[config.mk]
export PLATFORM = sky130hd
export DESIGN_NAME = mem_responder
export DESIGN_NICKNAME = d
export VERILOG_FILES = /design/src/rtl/mem_responder_pkg.sv /design/src/rtl/mem_lane_align.sv /design/src/rtl/mem_responder.sv
export SDC_FILE = /design/constraint.sdc
export NUM_CORES = 1
export LEC_CHECK = 0
export BUFFER_PORTS_ARGS = -buffer_cell sky130_fd_sc_hd__buf_2
export CELL_PAD_IN_SITES_DETAIL_PLACEMENT = 1
export CELL_PAD_IN_SITES_GLOBAL_PLACEMENT = 1
export CORE_UTILIZATION = 30
export CTS_CLUSTER_SIZE = 28
export DETAILED_ROUTE_END_ITERATION = 8
export GPL_TIMING_DRIVEN = 0
export PLACE_DENSITY = 0.77
export SYNTH_ARGS = -nofsm -noshare
export SYNTH_HDL_FRONTEND = slang
export SYNTH_HIERARCHICAL = 1
export SYNTH_SLANG_ARGS = --single-unit
[constraint.sdc]
create_clock -name clk -period 2.2 [get_ports clk]
set_input_delay 0.11 -clock clk [delete_from_list [all_inputs] [get_ports clk]]
set_output_delay 0.11 -clock clk [all_outputs]
set_load 0.005 [all_outputs]
[src/rtl/mem_responder_pkg.sv]
// Shared types and constants for the data-memory responder: RISC-V cause
// codes, request size and reservation encodings, the response record and
// the FSM state type.
package mem_responder_pkg;

    localparam logic [3:0] LOAD_MISALIGNED    = 4'd4;
    localparam logic [3:0] LOAD_ACCESS_FAULT  = 4'd5;
    localparam logic [3:0] STORE_MISALIGNED   = 4'd6;
    localparam logic [3:0] STORE_ACCESS_FAULT = 4'd7;

    typedef enum logic [1:0] {
        SIZE_BYTE = 2'd0,
        SIZE_HALF = 2'd1,
        SIZE_WORD = 2'd2,
        SIZE_BAD  = 2'd3
    } size_e;

    typedef enum logic [1:0] {
        RESV_NONE    = 2'b00,
        RESV_SET     = 2'b01,
        RESV_SC_OK   = 2'b10,
        RESV_SC_FAIL = 2'b11
    } resv_e;

    typedef enum logic [1:0] {
        STATE_IDLE   = 2'd0,
        STATE_ACCESS = 2'd1,
        STATE_RESP   = 2'd2
    } state_e;

    typedef struct packed {
        logic       valid;
        logic [3:0] data;
    } exception_t;

    // Same field order as the core's memRead_res record.
    typedef struct packed {
        logic [31:0] data;
        resv_e       reservation;
        exception_t  exception;
    } mem_res_t;

    // A size of 3 has no legal alignment, so it always reports misaligned.
    function automatic logic is_misaligned(input size_e size, input logic [1:0] offset);
        logic mis;
        case (size)
            SIZE_BYTE: mis = 1'b0;
            SIZE_HALF: mis = offset[0];
            SIZE_WORD: mis = |offset;
            default:   mis = 1'b1;
        endcase
        return mis;
    endfunction

endpackage

[src/rtl/mem_lane_align.sv]
// Byte-lane steering between the right-aligned core data and the 32-bit
// SRAM word: write strobes and replicated write data going out, shifted and
// zero-extended read data coming back.
module mem_lane_align
    import mem_responder_pkg::*;
(
    input  size_e       size_i,
    input  logic [1:0]  offset_i,
    input  logic [31:0] wdata_i,
    output logic [31:0] wdata_o,
    output logic [3:0]  wstrb_o,
    input  logic [31:0] rdata_i,
    output logic [31:0] rdata_o
);

    logic [31:0] shifted;

    // Pick strobes, replicate store data and extract the addressed lane(s) by size.
    always_comb begin
        shifted = rdata_i >> {offset_i, 3'b000};
        wstrb_o = 4'b0000;
        wdata_o = 32'd0;
        rdata_o = 32'd0;
        case (size_i)
            SIZE_BYTE: begin
                wstrb_o = 4'b0001 << offset_i;
                wdata_o = {4{wdata_i[7:0]}};
                rdata_o = {24'd0, shifted[7:0]};
            end
            SIZE_HALF: begin
                wstrb_o = 4'b0011 << offset_i;
                wdata_o = {2{wdata_i[15:0]}};
                rdata_o = {16'd0, shifted[15:0]};
            end
            SIZE_WORD: begin
                wstrb_o = 4'b1111;
                wdata_o = wdata_i;
                rdata_o = shifted;
            end
            default: begin
                wstrb_o = 4'b0000;
                wdata_o = 32'd0;
                rdata_o = 32'd0;
            end
        endcase
    end

endmodule

[src/rtl/mem_responder.sv]
// Responder for the core's data-memory interface. Takes one load, store,
// LR or SC at a time, checks alignment and address window, runs the access
// on a variable-latency word SRAM port and returns a one-cycle response with
// data, reservation status and exception record.
// Optional build macro MEM_RESPONDER_TIMEOUT_EN: abort an SRAM access that
// has not been acknowledged within TIMEOUT_CYCLES and report an access fault.
module mem_responder
    import mem_responder_pkg::*;
#(
    parameter logic [31:0] MEM_BASE       = 32'h0000_0000,
    parameter int unsigned MEM_BYTES      = 65536,
    parameter int unsigned TIMEOUT_CYCLES = 255
) (
    input  logic        clk,
    input  logic        reset,
    input  logic        req_valid,
    output logic        req_ready,
    input  logic        req_write,
    input  logic        req_lr,
    input  logic        req_sc,
    input  logic [1:0]  req_size,
    input  logic [31:0] req_addr,
    input  logic [31:0] req_data,
    output logic        res_valid,
    output logic [31:0] res_data,
    output logic [1:0]  res_reservation,
    output logic        res_exception_valid,
    output logic [3:0]  res_exception_data,
    output logic        sram_en,
    output logic        sram_we,
    output logic [29:0] sram_addr,
    output logic [31:0] sram_wdata,
    output logic [3:0]  sram_wstrb,
    input  logic [31:0] sram_rdata,
    input  logic        sram_ack
);

    localparam logic [32:0] WINDOW_BYTES = 33'(MEM_BYTES);
    localparam logic [29:0] BASE_WORD    = MEM_BASE[31:2];

    if (MEM_BYTES < 4 || (MEM_BYTES & (MEM_BYTES - 1)) != 0) begin : g_bad_window
        $error("mem_responder: MEM_BYTES must be a power of two and at least 4");
    end
    if (TIMEOUT_CYCLES < 1 || TIMEOUT_CYCLES > 65535) begin : g_bad_timeout
        $error("mem_responder: TIMEOUT_CYCLES must be in 1..65535");
    end

    state_e      state_q, state_d;
    logic        write_q, write_d;
    logic        lr_q, lr_d;
    logic        sc_q, sc_d;
    size_e       size_q, size_d;
    logic [31:0] addr_q, addr_d;
    logic [31:0] data_q, data_d;
    mem_res_t    res_q, res_d;
    logic        resvValid_q, resvValid_d;
    logic [29:0] resvWord_q, resvWord_d;

`ifdef MEM_RESPONDER_TIMEOUT_EN
    localparam logic [15:0] TIMER_LIMIT = 16'(TIMEOUT_CYCLES - 1);
    logic [15:0] timer_q, timer_d;
`endif

    logic        reqIsSc;
    logic        reqIsLr;
    logic        reqIsWrite;
    logic        reqMisaligned;
    logic        reqOutOfRange;
    logic        reqResvHit;
    logic        accResvHit;
    logic [31:0] reqOffset;
    logic [31:0] laneWdata;
    logic [3:0]  laneWstrb;
    logic [31:0] laneRdata;

    mem_lane_align u_lane (
        .size_i   (size_q),
        .offset_i (addr_q[1:0]),
        .wdata_i  (data_q),
        .wdata_o  (laneWdata),
        .wstrb_o  (laneWstrb),
        .rdata_i  (sram_rdata),
        .rdata_o  (laneRdata)
    );

    // Classify the incoming request; SC wins over LR, and LR overrides req_write.
    always_comb begin
        reqIsSc       = req_sc;
        reqIsLr       = req_lr & ~req_sc;
        reqIsWrite    = req_sc | (req_write & ~reqIsLr);
        reqMisaligned = is_misaligned(size_e'(req_size), req_addr[1:0]);
        reqOffset     = req_addr - MEM_BASE;
        reqOutOfRange = {1'b0, reqOffset} >= WINDOW_BYTES;
        reqResvHit    = resvValid_q && (resvWord_q == req_addr[31:2]);
        accResvHit    = resvValid_q && (resvWord_q == addr_q[31:2]);
    end

    // Next-state logic: accept and check in IDLE, wait for the SRAM in ACCESS, pulse in RESP.
    always_comb begin
        state_d     = state_q;
        write_d     = write_q;
        lr_d        = lr_q;
        sc_d        = sc_q;
        size_d      = size_q;
        addr_d      = addr_q;
        data_d      = data_q;
        res_d       = res_q;
        resvValid_d = resvValid_q;
        resvWord_d  = resvWord_q;
`ifdef MEM_RESPONDER_TIMEOUT_EN
        timer_d     = timer_q;
`endif
        unique case (state_q)
            STATE_IDLE: begin
                if (req_valid) begin
                    write_d = reqIsWrite;
                    lr_d    = reqIsLr;
                    sc_d    = reqIsSc;
                    size_d  = size_e'(req_size);
                    addr_d  = req_addr;
                    data_d  = req_data;
                    res_d   = '0;
`ifdef MEM_RESPONDER_TIMEOUT_EN
                    timer_d = 16'd0;
`endif
                    if (reqMisaligned) begin
                        res_d.exception.valid = 1'b1;
                        res_d.exception.data  = reqIsWrite ? STORE_MISALIGNED : LOAD_MISALIGNED;
                        state_d = STATE_RESP;
                    end else if (reqOutOfRange) begin
                        res_d.exception.valid = 1'b1;
                        res_d.exception.data  = reqIsWrite ? STORE_ACCESS_FAULT : LOAD_ACCESS_FAULT;
                        state_d = STATE_RESP;
                    end else if (reqIsSc && !reqResvHit) begin
                        res_d.data        = 32'd1;
                        res_d.reservation = RESV_SC_FAIL;
                        resvValid_d       = 1'b0;
                        state_d           = STATE_RESP;
                    end else begin
                        state_d = STATE_ACCESS;
                    end
                end
            end
            STATE_ACCESS: begin
                if (sram_ack) begin
                    state_d = STATE_RESP;
                    res_d   = '0;
                    if (sc_q) begin
                        res_d.reservation = RESV_SC_OK;
                        resvValid_d       = 1'b0;
                    end else if (lr_q) begin
                        res_d.data        = laneRdata;
                        res_d.reservation = RESV_SET;
                        resvValid_d       = 1'b1;
                        resvWord_d        = addr_q[31:2];
                    end else if (write_q) begin
                        if (accResvHit) begin
                            resvValid_d = 1'b0;
                        end
                    end else begin
                        res_d.data = laneRdata;
                    end
                end
`ifdef MEM_RESPONDER_TIMEOUT_EN
                else if (timer_q == TIMER_LIMIT) begin
                    state_d               = STATE_RESP;
                    res_d                 = '0;
                    res_d.exception.valid = 1'b1;
                    res_d.exception.data  = write_q ? STORE_ACCESS_FAULT : LOAD_ACCESS_FAULT;
                end else begin
                    timer_d = timer_q + 16'd1;
                end
`endif
            end
            STATE_RESP: begin
                state_d = STATE_IDLE;
            end
            default: begin
                state_d = STATE_IDLE;
            end
        endcase
    end

    // State and request registers; reset abandons any access in flight and drops the reservation.
    always_ff @(posedge clk) begin
        if (reset) begin
            state_q     <= STATE_IDLE;
            write_q     <= 1'b0;
            lr_q        <= 1'b0;
            sc_q        <= 1'b0;
            size_q      <= SIZE_BYTE;
            addr_q      <= 32'd0;
            data_q      <= 32'd0;
            res_q       <= '0;
            resvValid_q <= 1'b0;
            resvWord_q  <= 30'd0;
        end else begin
            state_q     <= state_d;
            write_q     <= write_d;
            lr_q        <= lr_d;
            sc_q        <= sc_d;
            size_q      <= size_d;
            addr_q      <= addr_d;
            data_q      <= data_d;
            res_q       <= res_d;
            resvValid_q <= resvValid_d;
            resvWord_q  <= resvWord_d;
        end
    end

`ifdef MEM_RESPONDER_TIMEOUT_EN
    // Cycles spent in ACCESS without an acknowledge.
    always_ff @(posedge clk) begin
        if (reset) begin
            timer_q <= 16'd0;
        end else begin
            timer_q <= timer_d;
        end
    end
`endif

    // Outputs decode straight from state so everything is quiet outside its own phase.
    always_comb begin
        req_ready           = (state_q == STATE_IDLE);
        res_valid           = (state_q == STATE_RESP);
        res_data            = res_valid ? res_q.data : 32'd0;
        res_reservation     = res_valid ? res_q.reservation : RESV_NONE;
        res_exception_valid = res_valid & res_q.exception.valid;
        res_exception_data  = res_valid ? res_q.exception.data : 4'd0;
        sram_en             = (state_q == STATE_ACCESS);
        sram_we             = sram_en & write_q;
        sram_addr           = sram_en ? (addr_q[31:2] - BASE_WORD) : 30'd0;
        sram_wdata          = sram_we ? laneWdata : 32'd0;
        sram_wstrb          = sram_we ? laneWstrb : 4'd0;
    end

endmodule

==> reports/results.ini <==
[outcome]
status=completed

[floorplan]
initial_core_util=0.3092
ios=214
die_width_um=158.5
num_rows=56
die_area_um2=25110
core-area_um2=23750
die_h_um=158.5

[power]
vdd_ir_drop_max_mv=0.3537
p_per_area_nw_per_um2=631.2
total_power_mw=6.363
leakage_nw=4.481

[synthesis]
yosys-top-cells-area=dfxtp_1 (38%), nand2_1 (11%), a21oi_1 (8.1%)
synth_top_area_share=0.3789
synth_cells=971
yosysSeqAreaShare=0.3789
synth_flop_cell=dfxtp_1
async_flop_share=0
syn-num-nets=1076
synth_cell_types=44
syn_area_um2=7343
avgSynthCellArea_um2=7.563
yosys.area.top_type=dfxtp_1
synth_warnings=6
synth_edf_count=0
ys_ff_latch=139

[setup_path]
cp_max_fo=10
cpLargestDelayFamily=buffers and inverters
cp-end-kind=output port
slowest_stage=dfxtp_1
critical_path_class=register to output port
critPathBufInv=4
slowest_delay_ns=0.48
crit_chain=nand2b_4 -> clkinvlp_4 -> clkbuf_4 -> clkbuf_2 -> and2_1 -> buf_2
required_ns=2.09
crit_arrival_ns=1.99
crit_path_start_kind=register

[sta]
drv_slew=0
max_slew_margin=0.5419
holdWs_ns=0.02057
tns_ns=0
fin_crit_sh=0.9566
clock_skew_ns=0.01141
hold_violations=0
setup-violations-final=0
tightestPinTransition_ns=0.6872
fmax_mhz=475.2
rsz0062_at_grt=no
min_period_ns=2.105

[clock_tree]
cts_tree=built
cts.htree.levels=4
cts_buffers=17
worstSkewPairLatency_ns=0.43
clock_sinks=139
clockBufferDepth=2
clkTransAtPathRegs_ns=0.07
clk_root_buffer_cell=clkbuf_16

[detailed_routing]
ant_nets=0
wl_per_cell_um=18.97
dr.pass1.iters=5
route.detailed.drc=0
viasPerCell=5.148
drtIter0Drc=489
drt-total-wl_mm=30.42
num_vias=8257

[placed_design]
place_area_um2=8803
place_congestion=0.8956
hpwl_mm=22.36
portBuffers=212

[cells_and_area]
final_area_um2=10080
fillers=3003
nets=1377
syn_to_final_growth_pct=37.28
utilization=0.4244
drive_above_1_share=0.2304
antenna_cells=0

[global_route]
grt_pass1_vias=8226
grt_usage=0.2436
grt_overflow=0
grt_pass1_wl_mm=45.95
antenna_found_initial=0
grt_max_degree=17

[job]
max_cap_viol_count=0

[worst_hold_path]
min_path_type=primary input to register

-- layout make-up --
| class | instances | area [um2] | area share |
|---|---|---|---|
| timing repair buffer | 282 | 1752 | 0.1738 |
| tap | 319 | 399.1 | 0.03959 |
| sequential | 139 | 2784 | 0.2762 |
| clock buffer | 18 | 439.2 | 0.04356 |
| inverter | 2 | 11.26 | 0.001117 |
| multi-input combinational | 751 | 4205 | 0.4172 |
| clock inverter | 14 | 123.9 | 0.01229 |
| buffer | 79 | 366.6 | 0.03637 |
-- layer usage --
metal	GRT usage	vias to the layer above	part of all wire
li1	-	3882	-
met1	0.3105	4002	0.44
met2	0.4140	314	0.48
met3	0.03048	59	0.054
met4	0.09936	0	0.029
met5	0	-	0
-- placed cells by master (no fill, tap or decap), types with 7 or more instances in the layout --
master         netlist  routed
buf_2               21     233
nand2_1            207     207
dfxtp_1            139     138
a21oi_1            119     119
and2_1              86      86
dlygate4sd3_1        0      66
nor2_1              52      52
clkbuf_1            51      42
and3_1              36      36
xnor2_1             35      35
a22oi_1             32      32
xor2_1              25      25
nor2b_1             20      20
a211oi_1            20      20
mux2i_1             18      18
o21ai_1             18      18
clkbuf_16            0      17
nor4_1              12      12
nand2b_1            12      12
nand4_1             11      11
buf_4                6      10
clkbuf_2             0       8
o22ai_1              8       8
a21o_1               8       8
nor3_1               7       7
-- cells in the mapped netlist, types with 2 or more instances --
master,count
nor2_1,52
o22ai_1,8
and2_1,86
o21a_1,2
nor3_1,7
nor2_2,3
nor4_1,12
nand3_1,2
clkbuf_1,51
inv_1,2
nand2_1,207
dfxtp_1,139
and3_1,36
xor2_1,25
a21oi_1,119
xnor2_1,35
mux2i_1,18
a22oi_1,32
or3_1,2
o21ai_1,18
nand2b_1,12
a211oi_1,20
nand4_1,11
nor2b_1,20
a21o_1,8
buf_4,6
buf_2,21
-- worst register-to-register path, stage by stage, from the launching register on --
cell and delay, ns:
dfxtp_1 0.35, xnor2_1 0.29, nand4_1 0.20, or4_4 0.56
o2111ai_2 0.29, a311oi_1 0.13
-- path summary, 6_finish.rpt --
check / start / endpoint / slack, ns / cells after the start
hold / removal: req_addr[27] / addr_q[27] / 0.02 / 3
hold reg to reg: data_q[28] / data_q[28] / 0.46 / 2
setup / recovery: state_q[0] / sram_addr[20] / 0.1 / 6
setup reg to reg: resvWord_q[3] / res_q[5] / 0.26 / 5
-- sequential cells by signal, indices dropped and copies added, names as in the netlist --
| signal | cells |
|---|---|
| addr_q | 32 |
| data_q | 32 |
| lr_q | 1 |
| res_q | 37 |
| resvValid_q | 1 |
| resvWord_q | 30 |
| sc_q | 1 |
| size_q | 2 |
| state_q | 2 |
| write_q | 1 |
-- kinds of logic (layout without fill, tap and decap cells) --
family	after synthesis	count (layout)	synth area share
xor+xnor	60	60	0.07156
buf+inv	81	395	0.04907
mux	19	19	0.02607
other cells	1	1	0.0005107
flops	139	139	0.3789
compound gates	216	216	0.1745
simple gates	455	455	0.2994
-- report_power, final --
group          internal [mW]  total, mW  switching, mW
combinational          0.364      0.881          0.517
sequential              2.60       2.69         0.0857
clock                   1.52       2.80           1.28
total                   4.48       6.36           1.88
-- stage by stage --
| step | worst slack, ns | instances |
|---|---|---|
| 6_report | 0.09540 | 1604 |
| 5_1_grt | 0.01208 | 1604 |
| 2_1_floorplan | 0.6193 | 971 |
| 3_5_place_dp | -0.1896 | 1502 |
| 4_1_cts | 0.04675 | 1602 |
| 3_3_place_gp | -0.1115 | 1502 |
-- what timing repair did --
item	4_1_cts	5_1_grt
gates resized for setup	7	11
setup endpoints to repair	68	41
endpoints found under the hold margin	66	0
pin swaps	0	1
setup buffers	2	2
hold buffers	66	0
No activity file was read; power rests on OpenSTA's default activity.
